$ cat src/rtl/mac_arb_pkg.sv
// Shared types and default widths for the multiply-add port arbiter.
package mac_arb_pkg;

   typedef enum logic [1:0] {
      ST_IDLE  = 2'd0,
      ST_ISSUE = 2'd1,
      ST_HOLD  = 2'd2
   } state_t;

   localparam int NREQ_DEF = 4;
   localparam int WA_DEF   = 8;
   localparam int WB_DEF   = 8;
   localparam int WS_DEF   = 16;
   localparam int WP_DEF   = 16;

endpackage

$ cat src/rtl/rr_arbiter.sv
// Combinational round-robin picker: first set request searching upward
// from the index after i_last_grant, wrapping modulo NREQ.
module rr_arbiter #(
   parameter int NREQ = 4,
   parameter int IW   = (NREQ > 1) ? $clog2(NREQ) : 1
) (
   input  logic [NREQ-1:0] i_req,
   input  logic [IW-1:0]   i_last_grant,
   output logic [NREQ-1:0] o_grant,
   output logic [IW-1:0]   o_grant_idx,
   output logic            o_any
);

   logic [IW-1:0] w_idx;

   always_comb begin
      // NOTE: blocking assignments here so each loop pass sees o_any as left by the previous pass.
      o_grant     = '0;
      o_grant_idx = '0;
      o_any       = 1'b0;
      w_idx       = '0;
      for (int k = 1; k <= NREQ; k++) begin
         w_idx = IW'((int'(i_last_grant) + k) % NREQ);
         if (!o_any && i_req[w_idx]) begin
            o_any          = 1'b1;
            o_grant[w_idx] = 1'b1;
            o_grant_idx    = w_idx;
         end
      end
   end

endmodule

$ cat src/rtl/mac_port_arbiter.sv
// Time-shares one combinational multiply-add unit among NREQ requesters:
// accept in IDLE, drive the unit for one ISSUE cycle, hold the result in HOLD.
module mac_port_arbiter
   import mac_arb_pkg::*;
#(
   parameter int NREQ = NREQ_DEF,
   parameter int WA   = WA_DEF,
   parameter int WB   = WB_DEF,
   parameter int WS   = WS_DEF,
   parameter int WP   = WP_DEF
) (
   input  logic             clock,
   input  logic             sclr_n,
   input  logic [NREQ-1:0]  req_valid,
   output logic [NREQ-1:0]  req_ready,
   input  logic [NREQ*WA-1:0] req_a,
   input  logic [NREQ*WB-1:0] req_b,
   input  logic [NREQ*WS-1:0] req_s,
   output logic [NREQ-1:0]  rsp_valid,
   input  logic [NREQ-1:0]  rsp_ready,
   output logic [WP-1:0]    rsp_data,
   output logic [WA-1:0]    mu_dataa,
   output logic [WB-1:0]    mu_datab,
   output logic [WS-1:0]    mu_sum,
   output logic             mu_aclr,
   input  logic [WP-1:0]    mu_result
);

   localparam int IW = (NREQ > 1) ? $clog2(NREQ) : 1;

   state_t          r_state, w_state_nxt;
   logic [IW-1:0]   r_cur, r_last_grant, w_gidx;
   logic [NREQ-1:0] w_grant, w_cur_onehot;
   logic            w_any;
   logic [WA-1:0]   r_a;
   logic [WB-1:0]   r_b;
   logic [WS-1:0]   r_s;
   logic [NREQ-1:0] r_rsp_valid;
   logic [WP-1:0]   r_rsp_data;

   rr_arbiter #(.NREQ(NREQ), .IW(IW)) u_rr (
      .i_req        (req_valid),
      .i_last_grant (r_last_grant),
      .o_grant      (w_grant),
      .o_grant_idx  (w_gidx),
      .o_any        (w_any)
   );

   always_ff @(posedge clock) begin
      // NOTE: non-blocking so every register updates from pre-edge values.
      if (!sclr_n) r_state <= ST_IDLE;
      else         r_state <= w_state_nxt;
   end

   always_comb begin
      // NOTE: defaults first so every path assigns every output and no latch is inferred.
      w_state_nxt = r_state;
      req_ready   = '0;
      case (r_state)
         ST_IDLE: begin
            req_ready = sclr_n ? w_grant : '0;
            if (w_any) w_state_nxt = ST_ISSUE;
         end
         ST_ISSUE: w_state_nxt = ST_HOLD;
         ST_HOLD:  if (rsp_ready[r_cur]) w_state_nxt = ST_IDLE;
         default:  w_state_nxt = ST_IDLE;
      endcase
   end

   assign w_cur_onehot = NREQ'(1) << r_cur;

   always_ff @(posedge clock) begin
      if (!sclr_n) begin
         r_cur        <= '0;
         r_last_grant <= IW'(NREQ - 1);
         r_a          <= '0;
         r_b          <= '0;
         r_s          <= '0;
         r_rsp_valid  <= '0;
         r_rsp_data   <= '0;
      end else begin
         case (r_state)
            ST_IDLE: if (w_any) begin
               r_cur <= w_gidx;
               r_a   <= req_a[w_gidx*WA +: WA];
               r_b   <= req_b[w_gidx*WB +: WB];
               r_s   <= req_s[w_gidx*WS +: WS];
            end
            ST_ISSUE: begin
               r_rsp_data  <= mu_result;
               r_rsp_valid <= w_cur_onehot;
            end
            ST_HOLD: if (rsp_ready[r_cur]) begin
               r_rsp_valid  <= '0;
               r_last_grant <= r_cur;
            end
            default: ;
         endcase
      end
   end

   // Operand registers feed the unit continuously; only the clear tracks ISSUE.
   assign mu_dataa  = r_a;
   assign mu_datab  = r_b;
   assign mu_sum    = r_s;
   assign mu_aclr   = (r_state != ST_ISSUE);
   assign rsp_valid = r_rsp_valid;
   assign rsp_data  = r_rsp_data;

endmodule

$ cat config.mk
export PLATFORM = sky130hd
export DESIGN_NAME = mac_port_arbiter
export DESIGN_NICKNAME = d
export VERILOG_FILES = /design/src/rtl/mac_arb_pkg.sv /design/src/rtl/rr_arbiter.sv /design/src/rtl/mac_port_arbiter.sv
export SDC_FILE = /design/constraint.sdc
export NUM_CORES = 1
export LEC_CHECK = 0
export BUFFER_PORTS_ARGS = -buffer_cell sky130_fd_sc_hd__buf_2
export CORE_MARGIN = 2
export CORE_UTILIZATION = 51
export CTS_CLUSTER_SIZE = 20
export DETAILED_ROUTE_END_ITERATION = 10
export GPL_TIMING_DRIVEN = 0
export PLACE_DENSITY = 0.83
export RECOVER_POWER = 50
export SYNTH_ARGS = -nofsm -noshare
export SYNTH_HDL_FRONTEND = slang
export SYNTH_SLANG_ARGS = --single-unit
$ cat constraint.sdc
create_clock -name clock -period 4.5 [get_ports clock]
set_input_delay 0.45 -clock clock [delete_from_list [all_inputs] [get_ports clock]]
set_output_delay 0.45 -clock clock [all_outputs]
set_load 0.05 [all_outputs]
==> reports/qor.yml, run 1 <==
fmax_mhz: 245
grt_pass1_wl_microns: 31000
p_int_uw: 1250
cp_common_cell: "buf_2"
r2r_start: "r_last_grant[0]$_SDFFE_PN1P_"
reg2reg_depth: 13
startpoint_type: "flip-flop"
grt_overflow: 0
wl_microns: 20200
max_cap_viol_count: 0
cts-root-buf: "clkbuf_8"
crit_end: "req_ready[3]"
period_needed_ns: 4.08
reg2reg_slack_ns: 0.73
wl_per_cell_microns: 18.4
slew_viol_final: 0
cts_buffers: 9
synth-edff-count: 0
dieArea_sq_mm: 0.0115
worstReg2RegEnd: "mu_datab[0]$_SDFFE_PN0P_"
synth_most_common_cell: "nand3_1"
synth_top_area_share: 0.213
cp_max_fo: 31
criticalPathCategory: "reg2out"
worstSkewPairLatency_ns: 0.35
path_cells: "buf_4 -> inv_1 -> clkbuf_4 -> ha_1 -> mux4_2 -> nor2b_1 -> buf_2 -> buf_2 -> a221o_1 -> o21ai_0 -> a21oi_1 -> buf_2"
clk_pin_slew_worst_paths_ns: 0.08
synth_ff_type: "dfxtp_1"
crit_start: "r_last_grant[0]$_SDFFE_PN1P_"
cts_sinks: 58
synth-warning-count: 0
dpl.cell_count: 1083
track_usage: 0.334
cellLeakagePower_uw: 0.00279
fillCellCount: 994
nets: 1117
final.period_utilization: 0.906
synth_nets: 900
power_uw: 2390
irDropWorstVdd_mv: 0.191
worst_pin_slew_ns: 0.781
grt_max_degree: 20
yosys.area.top_type: "dfxtp_1"
yosys-top-cells-count: "nand3_1, nand2_1, dfxtp_1"
p_seq_frac: 0.269
powerDensity_mw_per_mm2: 350
hp-class: "in2reg"
dp_hpwl_microns: 15000
drt_iter0_drc: 847
async_reset_ff_frac: 0
antenna_left: 0
io_buffers: 209
ctsLongestPathBuffers: 2
yosys_register_bits: 58
p_clk_frac: 0.201
synthCells: 738
switching_share: 0.479
core_area_sq_mm: 0.0104
ys_seq_area_frac: 0.213
place_congestion: 0.958
status: "complete, no violations"
cts_tree: "done"
core.rowCount: 37
fin_cells: 1096
drcViolationCount: 0
syn-cell-area_sq_mm: 0.00546
synthTopCellsByArea: "dfxtp_1, nand3_1, mux2i_1, nand2_1, o21ai_0"
area_growth_pct: 24.9
fin_worst_skew_ns: 0.0107
vias: 7128
cp_slowest_cell: "ha_1"
postSynthAreaPerCell_sq_um: 7.40
insertedDiodeCount: 0
place_area_sq_mm: 0.00668
firstDrtPassIters: 5
pin_count: 211
start_util: 0.527
slowest_delay_ns: 0.45
cp_data_required_time_ns: 4.05
stdcell_area_sq_mm: 0.00682
die_x_microns: 107
rsz0062_at_grt: "false"
die_y_microns: 107
switching_power_uw: 1150
setup_viol: 0
arrival_ns: 3.63
final_hold_viol_count: 0
via_per_inst: 6.50
htree_levels: 3
max_slew_margin: 0.479
antenna_found_initial: 2
synthDistinctLibCells: 52
share_comb_of_total_power: 0.530
ff_latch_area_sq_mm: 0.00116
grt_pass1_vias: 6383
multi_input_area_sq_mm: 0.00391
cp-end-kind: "output pin"
drive_gt1_frac: 0.281
## logic make-up (layout without fill, tap and decap cells)
group / Yosys count / count (layout) / share of synthesized area
mux: 46 / 46 / 0.0942
compound gates: 266 / 266 / 0.359
fa+ha+maj: 8 / 8 / 0.0183
buf+inv: 88 / 310 / 0.0745
simple gates: 272 / 272 / 0.242
flops: 58 / 58 / 0.213
## per-layer routing
metal | track usage | up-vias | part of all wire
met1 | 0.439 | 3337 | 0.41
met2 | 0.540 | 480 | 0.46
met4 | 0.135 | 4 | 0.025
met5 | 0 | - | 0.0015
li1 | - | 3251 | -
met3 | 0.0593 | 56 | 0.11
## state kept, by name (all words and copies together) (netlist names)
register	flops
mu_sum	16
rsp_data	16
mu_dataa	8
mu_datab	8
rsp_valid	4
r_cur	2
r_last_grant	2
r_state	2
## stage by stage
stage	worst slack, ns	util	hold slack [ns]	TNS, ns
4_1_cts	0.172	0.663	0.347	0
5_1_grt	0.228	0.658	0.356	0
2_1_floorplan	0.154	-	0.511	0
6_report	0.422	0.658	0.340	0
3_3_place_gp	-0.452	0.644	0.450	-2.97
3_5_place_dp	-0.456	0.644	0.455	-4.30
## critical path: cells and delay by family, from the launching register on
kind                       cells  cell delay, ns
muxes                          1            0.32
buffers and inverters          6            1.51
and+or+nand+nor                1            0.14
adders and majority gates      1            0.45
AOI/OAI and AO/OA              3            0.41
DFF                            1            0.43
## power groups by stage
stage,Sequential [uW],Clock (uW),Combinational [uW]
finish,643,480,1270
global route,649,501,1350
CTS,639,478,1260
detailed placement,649,0,1260
global placement,648,0,1240
floorplan,895,0,655
## worst min-delay path by stage
stage	from	cells after the start	slack [ns]	endpoint
6_report	mu_result[1]	3	0.34	rsp_data[1]$_SDFFE_PN0P_
5_1_grt	mu_result[0]	3	0.36	rsp_data[0]$_SDFFE_PN0P_
4_1_cts	mu_result[0]	3	0.35	rsp_data[0]$_SDFFE_PN0P_
3_5_place_dp	rsp_data[2]$_SDFFE_PN0P_	2	0.46	rsp_data[2]$_SDFFE_PN0P_
3_3_place_gp	rsp_data[9]$_SDFFE_PN0P_	2	0.45	rsp_data[9]$_SDFFE_PN0P_
2_1_floorplan	r_cur[1]$_SDFFE_PN0P_	2	0.51	r_cur[1]$_SDFFE_PN0P_
## final cells by class
type                            instances  area share
Tap cell                              136      0.0249
Buffer                                 80      0.0558
Multi-Input combinational cell        592       0.573
Clock inverter                          6     0.00844
Timing Repair Buffer                  210       0.147
Clock buffer                           10      0.0187
Sequential cell                        58       0.170
Inverter                                4     0.00220
## layout by cell type (no fill, tap or decap), drive strengths merged, types with 8 or more instances in the layout
| cell | netlist | layout |
|---|---|---|
| a21oi | 46 | 46 |
| buf | 35 | 203 |
| dfxtp | 58 | 58 |
| o21a | 12 | 12 |
| nand3 | 115 | 115 |
| o22ai | 12 | 12 |
| a21boi | 21 | 21 |
| o21ai | 59 | 59 |
| a32o | 11 | 11 |
| a41oi | 11 | 11 |
| a32oi | 21 | 21 |
| o211ai | 15 | 15 |
| clkbuf | 49 | 97 |
| nor3 | 24 | 24 |
| o221ai | 22 | 22 |
| a211oi | 22 | 22 |
| nand2 | 77 | 77 |
| nor2 | 30 | 30 |
| mux2i | 40 | 40 |
| ha | 8 | 8 |
| or2 | 11 | 11 |
## timing repair
| item | CTS | global route |
|---|---|---|
| endpoints found under the setup margin | 36 | 4 |
| buffers inserted | 1 | 0 |
| hold buffers | 0 | 0 |
| resized for setup | 5 | 2 |
No activity file was read; power rests on OpenSTA's default activity.
==> inputs of run 2 (changes only) <==
==> constraint.sdc (replaced) <==
create_clock -name clock -period 4.5 [get_ports clock]
set_input_delay 0.225 -clock clock [delete_from_list [all_inputs] [get_ports clock]]
set_output_delay 0.225 -clock clock [all_outputs]
set_load 0.05 [all_outputs]
==> reports/qor.yml, run 2 (synthesis results as in run 1) <==
status: "complete, no violations"
rsz0062_at_grt: "false"
slew_viol_final: 0  # unchanged
cp-end-kind: "output pin"
reg2reg_depth: 14  # +1
firstDrtPassIters: 5  # unchanged
drive_gt1_frac: 0.275  # -0.00664
worstReg2RegEnd: "mu_dataa[0]$_SDFFE_PN0P_"
dieArea_sq_mm: 0.0115  # unchanged
drcViolationCount: 0  # unchanged
criticalPathCategory: "reg2out"
ctsLongestPathBuffers: 2  # unchanged
vias: 7124  # -0.056%
die_x_microns: 107  # unchanged
fmax_mhz: 234  # -4.5%
powerDensity_mw_per_mm2: 349  # -0.32%
antenna_found_initial: 2  # unchanged
grt_pass1_vias: 6398  # +0.23%
r2r_start: "r_last_grant[0]$_SDFFE_PN1P_"
max_cap_viol_count: 0  # unchanged
final.period_utilization: 0.949  # +0.0432
final_common_cell: "buf_2"
timing.hold.ws_ns: 0.122  # -0.218 ns
reg2reg_slack_ns: 0.43  # -0.30 ns
worstSkewPairLatency_ns: 0.35  # about the same
crit_start: "r_last_grant[0]$_SDFFE_PN1P_"
grt_pass1_wl_microns: 31100  # +0.29%
arrival_ns: 4.05  # +0.42 ns
wl_microns: 20300  # +0.56%
irDropWorstVdd_mv: 0.186  # -2.6%
place_congestion: 0.958  # unchanged
insertedDiodeCount: 0  # unchanged
startpoint_type: "flip-flop"
final.setup.tns_ns: 0  # unchanged
start_util: 0.527  # unchanged
cp_data_required_time_ns: 4.28  # +0.23 ns
cp_common_cell: "buf_2"
track_usage: 0.334  # +0.000722
worst_pin_slew_ns: 0.787  # +0.00555 ns
area_growth_pct: 25.2
period_needed_ns: 4.27  # +0.194 ns
htree_levels: 3  # unchanged
antenna_left: 0  # unchanged
setup_viol: 0  # unchanged
core_area_sq_mm: 0.0104  # unchanged
nets: 1122  # +0.45%
final_hold_viol_count: 0  # unchanged
cts-root-buf: "clkbuf_8"
clk_pin_slew_worst_paths_ns: 0.08  # about the same
path_cells: "buf_4 -> inv_1 -> clkbuf_2 -> clkbuf_2 -> buf_2 -> ha_1 -> mux4_2 -> nor2b_1 -> buf_2 -> buf_2 -> a221o_1 -> o21ai_0 -> a21oi_1 -> buf_2"
cellLeakagePower_uw: 0.00278  # -0.45%
via_per_inst: 6.47  # -0.51%
cts_tree: "done"
io_buffers: 209  # unchanged
max_slew_margin: 0.475  # -0.00370
cts_sinks: 58  # unchanged
fillCellCount: 1004  # +1.0%
cp_max_fo: 13  # -58%
crit_end: "req_ready[3]"
hp-class: "in2reg"
core.rowCount: 37  # unchanged
grt_max_degree: 14  # -30%
drt_iter0_drc: 704  # -17%
die_y_microns: 107  # unchanged
cp_slowest_cell: "dfxtp_1"
cts_buffers: 9  # unchanged
wl_per_cell_microns: 18.4  # +0.11%
final_cell_mix: "buf_2, nand3_1, clkbuf_1, nand2_1, dfxtp_1"
grt_overflow: 0  # unchanged
pin_count: 211  # unchanged
dp_hpwl_microns: 15000  # unchanged
fin_worst_skew_ns: 0.00950  # -0.00121 ns
slowest_delay_ns: 0.36  # -0.09 ns
-- run 2: cell count changes in the layout (fill, tap and decap cells not counted), sizes merged --
| cell | delta |
|---|---|
| clkbuf | +12 |
| buf | -7 |
-- run 2: repair_timing --
item	in CTS	in global routing
setup buffers	3	0
resized for setup	5	5
setup endpoints to repair	36	5
pin swaps	0	0
hold endpoints to repair	0	0
hold buffers	0	0
-- run 2: cell type report --
cell class	count	area (sq um)	area share
multi-input combinational	592	3910	0.572
buffer	83	393	0.0575
tap	136	170	0.0249
timing repair buffer	212	1000	0.147
clock inverter	6	57.6	0.00842
clock buffer	10	128	0.0187
inverter	4	15.0	0.00220
sequential	58	1160	0.170
-- run 2: critical path, delay by kind of cell, from the launching register on --
kind                     cells  cell delay, ns
adder cells (fa/ha/maj)      1            0.34
flip-flops                   1            0.36
AND/OR/NAND/NOR              1            0.15
multiplexers                 1            0.32
buffers and inverters        8            2.11
AO/OA/AOI/OAI                3            0.40
-- run 2: worst min path at each step --
| stage | startpoint | to | slack (ns) | depth (start not counted) |
|---|---|---|---|---|
| after floorplan | mu_result[10] | rsp_data[10]$_SDFFE_PN0P_ | 0.37 | 2 |
| after global placement | rsp_data[9]$_SDFFE_PN0P_ | rsp_data[9]$_SDFFE_PN0P_ | 0.45 | 2 |
| after detailed placement | rsp_data[2]$_SDFFE_PN0P_ | rsp_data[2]$_SDFFE_PN0P_ | 0.46 | 2 |
| after CTS | mu_result[0] | rsp_data[0]$_SDFFE_PN0P_ | 0.12 | 3 |
| after global routing | mu_result[0] | rsp_data[0]$_SDFFE_PN0P_ | 0.13 | 3 |
| final | mu_result[1] | rsp_data[1]$_SDFFE_PN0P_ | 0.12 | 3 |
-- run 2: per-layer routing --
| metal | vias to the layer above | routed length (microns) | global-route usage |
|---|---|---|---|
| met4 | 4 | 478 | 0.138 |
| met5 | - | 29 | 0 |
| met3 | 53 | 2280 | 0.0623 |
| met1 | 3319 | 8230 | 0.435 |
| li1 | 3260 | - | - |
| met2 | 488 | 9300 | 0.544 |
-- run 2: power breakdown --
part,internal [uW],switching (uW),total [uW]
combinational,400,870,1270
sequential,593,50.9,644
clock,252,223,475
-- run 2: per-stage QoR --
| step | util | power [uW] | cell area [sq um] | cells | worst slack (ns) |
|---|---|---|---|---|---|
| after global routing | 0.659 | 2500 | 6840 | 1101 | 0.00474 |
| final | 0.659 | 2390 | 6840 | 1101 | 0.228 |
| after CTS | 0.665 | 2380 | 6900 | 1101 | 0.101 |
| after detailed placement | 0.644 | 1910 | 6680 | 1083 | -0.231 |
| after global placement | 0.644 | 1890 | 6680 | 1083 | -0.227 |
| after floorplan | - | 1550 | 5460 | 738 | 0.379 |
==> inputs of run 3 (changes only) <==
CORE_UTILIZATION = 40   (was 51)
PLACE_DENSITY = 0.68   (was 0.83)
==> reports/qor.yml, run 3 (synthesis results as in run 1) <==
criticalPathCategory: "reg2out"
arrival_ns: 4.05  # about the same
core_area_sq_mm: 0.0133  # +28%
final_common_cell: "buf_2"
final.period_utilization: 0.950  # about the same
drcViolationCount: 0  # unchanged
die_y_microns: 121  # +12%
wl_per_cell_microns: 19.0  # +3.0%
max_cap_viol_count: 0  # unchanged
cts_buffers: 9  # unchanged
cp-end-kind: "output pin"
drive_gt1_frac: 0.273  # -0.00122
cellLeakagePower_uw: 0.00283  # +1.6%
switching_power_uw: 1190  # +4.3%
cp_data_required_time_ns: 4.28  # about the same
clk_pin_slew_worst_paths_ns: 0.06  # -0.02 ns
pin_count: 211  # unchanged
cp_max_fo: 19  # +6
dieArea_sq_mm: 0.0146  # +26%
layout_setup_ws_ns: 0.225  # -0.00235 ns
grt_pass1_wl_microns: 33400  # +7.5%
core.rowCount: 42  # +14%
cts_tree: "done"
irDropWorstVdd_mv: 0.227  # +23%
nets: 1119  # -0.27%
antenna_left: 0  # unchanged
grt_overflow: 0  # unchanged
switching_share: 0.447  # -0.0322
multi_input_area_sq_mm: 0.00390  # -0.22%
share_comb_of_total_power: 0.476  # -0.056
fin_worst_skew_ns: 0.00915  # -0.000349 ns
dp_hpwl_microns: 15900  # +6.0%
place_congestion: 0.916  # -4.4%
grt_max_degree: 20  # +6
io_buffers: 209  # unchanged
track_usage: 0.288  # -0.0461
startpoint_type: "flip-flop"
cts_setup_buffers: 0  # -3
worst_pin_slew_ns: 0.808  # +0.0215 ns
firstDrtPassIters: 6  # +1
drt_iter0_drc: 674  # -4.3%
status: "complete, no violations"
cts_sinks: 58  # unchanged
fmax_mhz: 234  # about the same
dpl.cell_count: 1123  # +3.7%
fin_cells: 1139  # +3.5%
period_needed_ns: 4.27  # +0.00235 ns
cts-root-buf: "clkbuf_16"
ctsLongestPathBuffers: 2  # unchanged
final_hold_viol_count: 0  # unchanged
p_clk_frac: 0.282  # +0.083
max_slew_margin: 0.461  # -0.0143
fillCellCount: 1359  # +35%
final_cell_mix: "buf_2, nand3_1, clkbuf_1, nand2_1, dfxtp_1"
powerDensity_mw_per_mm2: 381  # +9.2%
via_per_inst: 6.15  # -4.9%
worstSkewPairLatency_ns: 0.35  # about the same
setup_viol: 0  # unchanged
slew_viol_final: 0  # unchanged
power_uw: 2670  # +12%
ff_latch_area_sq_mm: 0.00116  # unchanged
final.setup.tns_ns: 0  # unchanged
start_util: 0.411  # -0.116
area_growth_pct: 28.3
dp_slack_ns: -0.423  # -0.192 ns
wl_microns: 21600  # +6.5%
hp-class: "in2reg"
antenna_found_initial: 1  # -1
htree_levels: 3  # unchanged
rsz0062_at_grt: "false"
die_x_microns: 121  # +12%
grt_pass1_vias: 6598  # +3.1%
p_int_uw: 1480  # +19%
p_seq_frac: 0.241  # -0.029
vias: 7007  # -1.6%
run 3: timing repair:
item,CTS,global route
gates resized for setup,5,6
hold buffers,0,0
endpoints found under the setup margin,37,4
run 3: final cells by class:
| type | instances | share of cell area |
|---|---|---|
| multi-input cells | 592 | 0.557 |
| inverters | 4 | 0.00214 |
| plain buffers | 83 | 0.0568 |
| clock inverters | 3 | 0.00643 |
| flip-flops and latches | 58 | 0.166 |
| clock buffers | 13 | 0.0400 |
| well taps | 176 | 0.0314 |
| repair buffers | 209 | 0.140 |
| diodes | 1 | 0.000357 |
run 3: stage by stage:
stage	area (sq um)	util	hold WS [ns]
after floorplan	5460	-	0.370
after global placement	6730	0.506	0.449
after detailed placement	6730	0.506	0.454
after CTS	7060	0.531	0.124
after global routing	7000	0.527	0.139
final	7000	0.527	0.126
run 3: path summary, 6_finish.rpt:
check	from	end	slack, ns	cells after the start
max	r_last_grant[0]$_SDFFE_PN1P_	req_ready[1]	0.23	12
min	mu_result[2]	rsp_data[2]$_SDFFE_PN0P_	0.13	3
max reg2reg	r_last_grant[0]$_SDFFE_PN1P_	mu_sum[5]$_SDFFE_PN0P_	0.57	13
min reg2reg	rsp_data[2]$_SDFFE_PN0P_	rsp_data[2]$_SDFFE_PN0P_	0.46	2
run 3: routing by layer:
layer,part of all wire,routed length (microns),global-route usage
met1,0.42,9060,0.383
met2,0.46,10000,0.466
met3,0.094,2040,0.0575
met4,0.023,493,0.0945
met5,0,0,0
run 3: power by group through the flow:
stage	clock [uW]	sequential [uW]	combinational (uW)
after floorplan	0	895	655
after global placement	0	650	1260
after detailed placement	0	649	1270
after CTS	758	640	1270
after global routing	778	652	1360
final	754	644	1270
run 3: critical path, stage by stage, from the launching register on:
cell	delay [ns]
dfxtp_1	0.46
buf_4	0.22
inv_1	0.12
clkbuf_4	0.27
buf_2	0.27
ha_1	0.42
buf_2	0.26
mux2_2	0.46
mux2i_4	0.33
clkbuf_4	0.31
o21ai_0	0.10
a21oi_1	0.17
buf_2	0.29
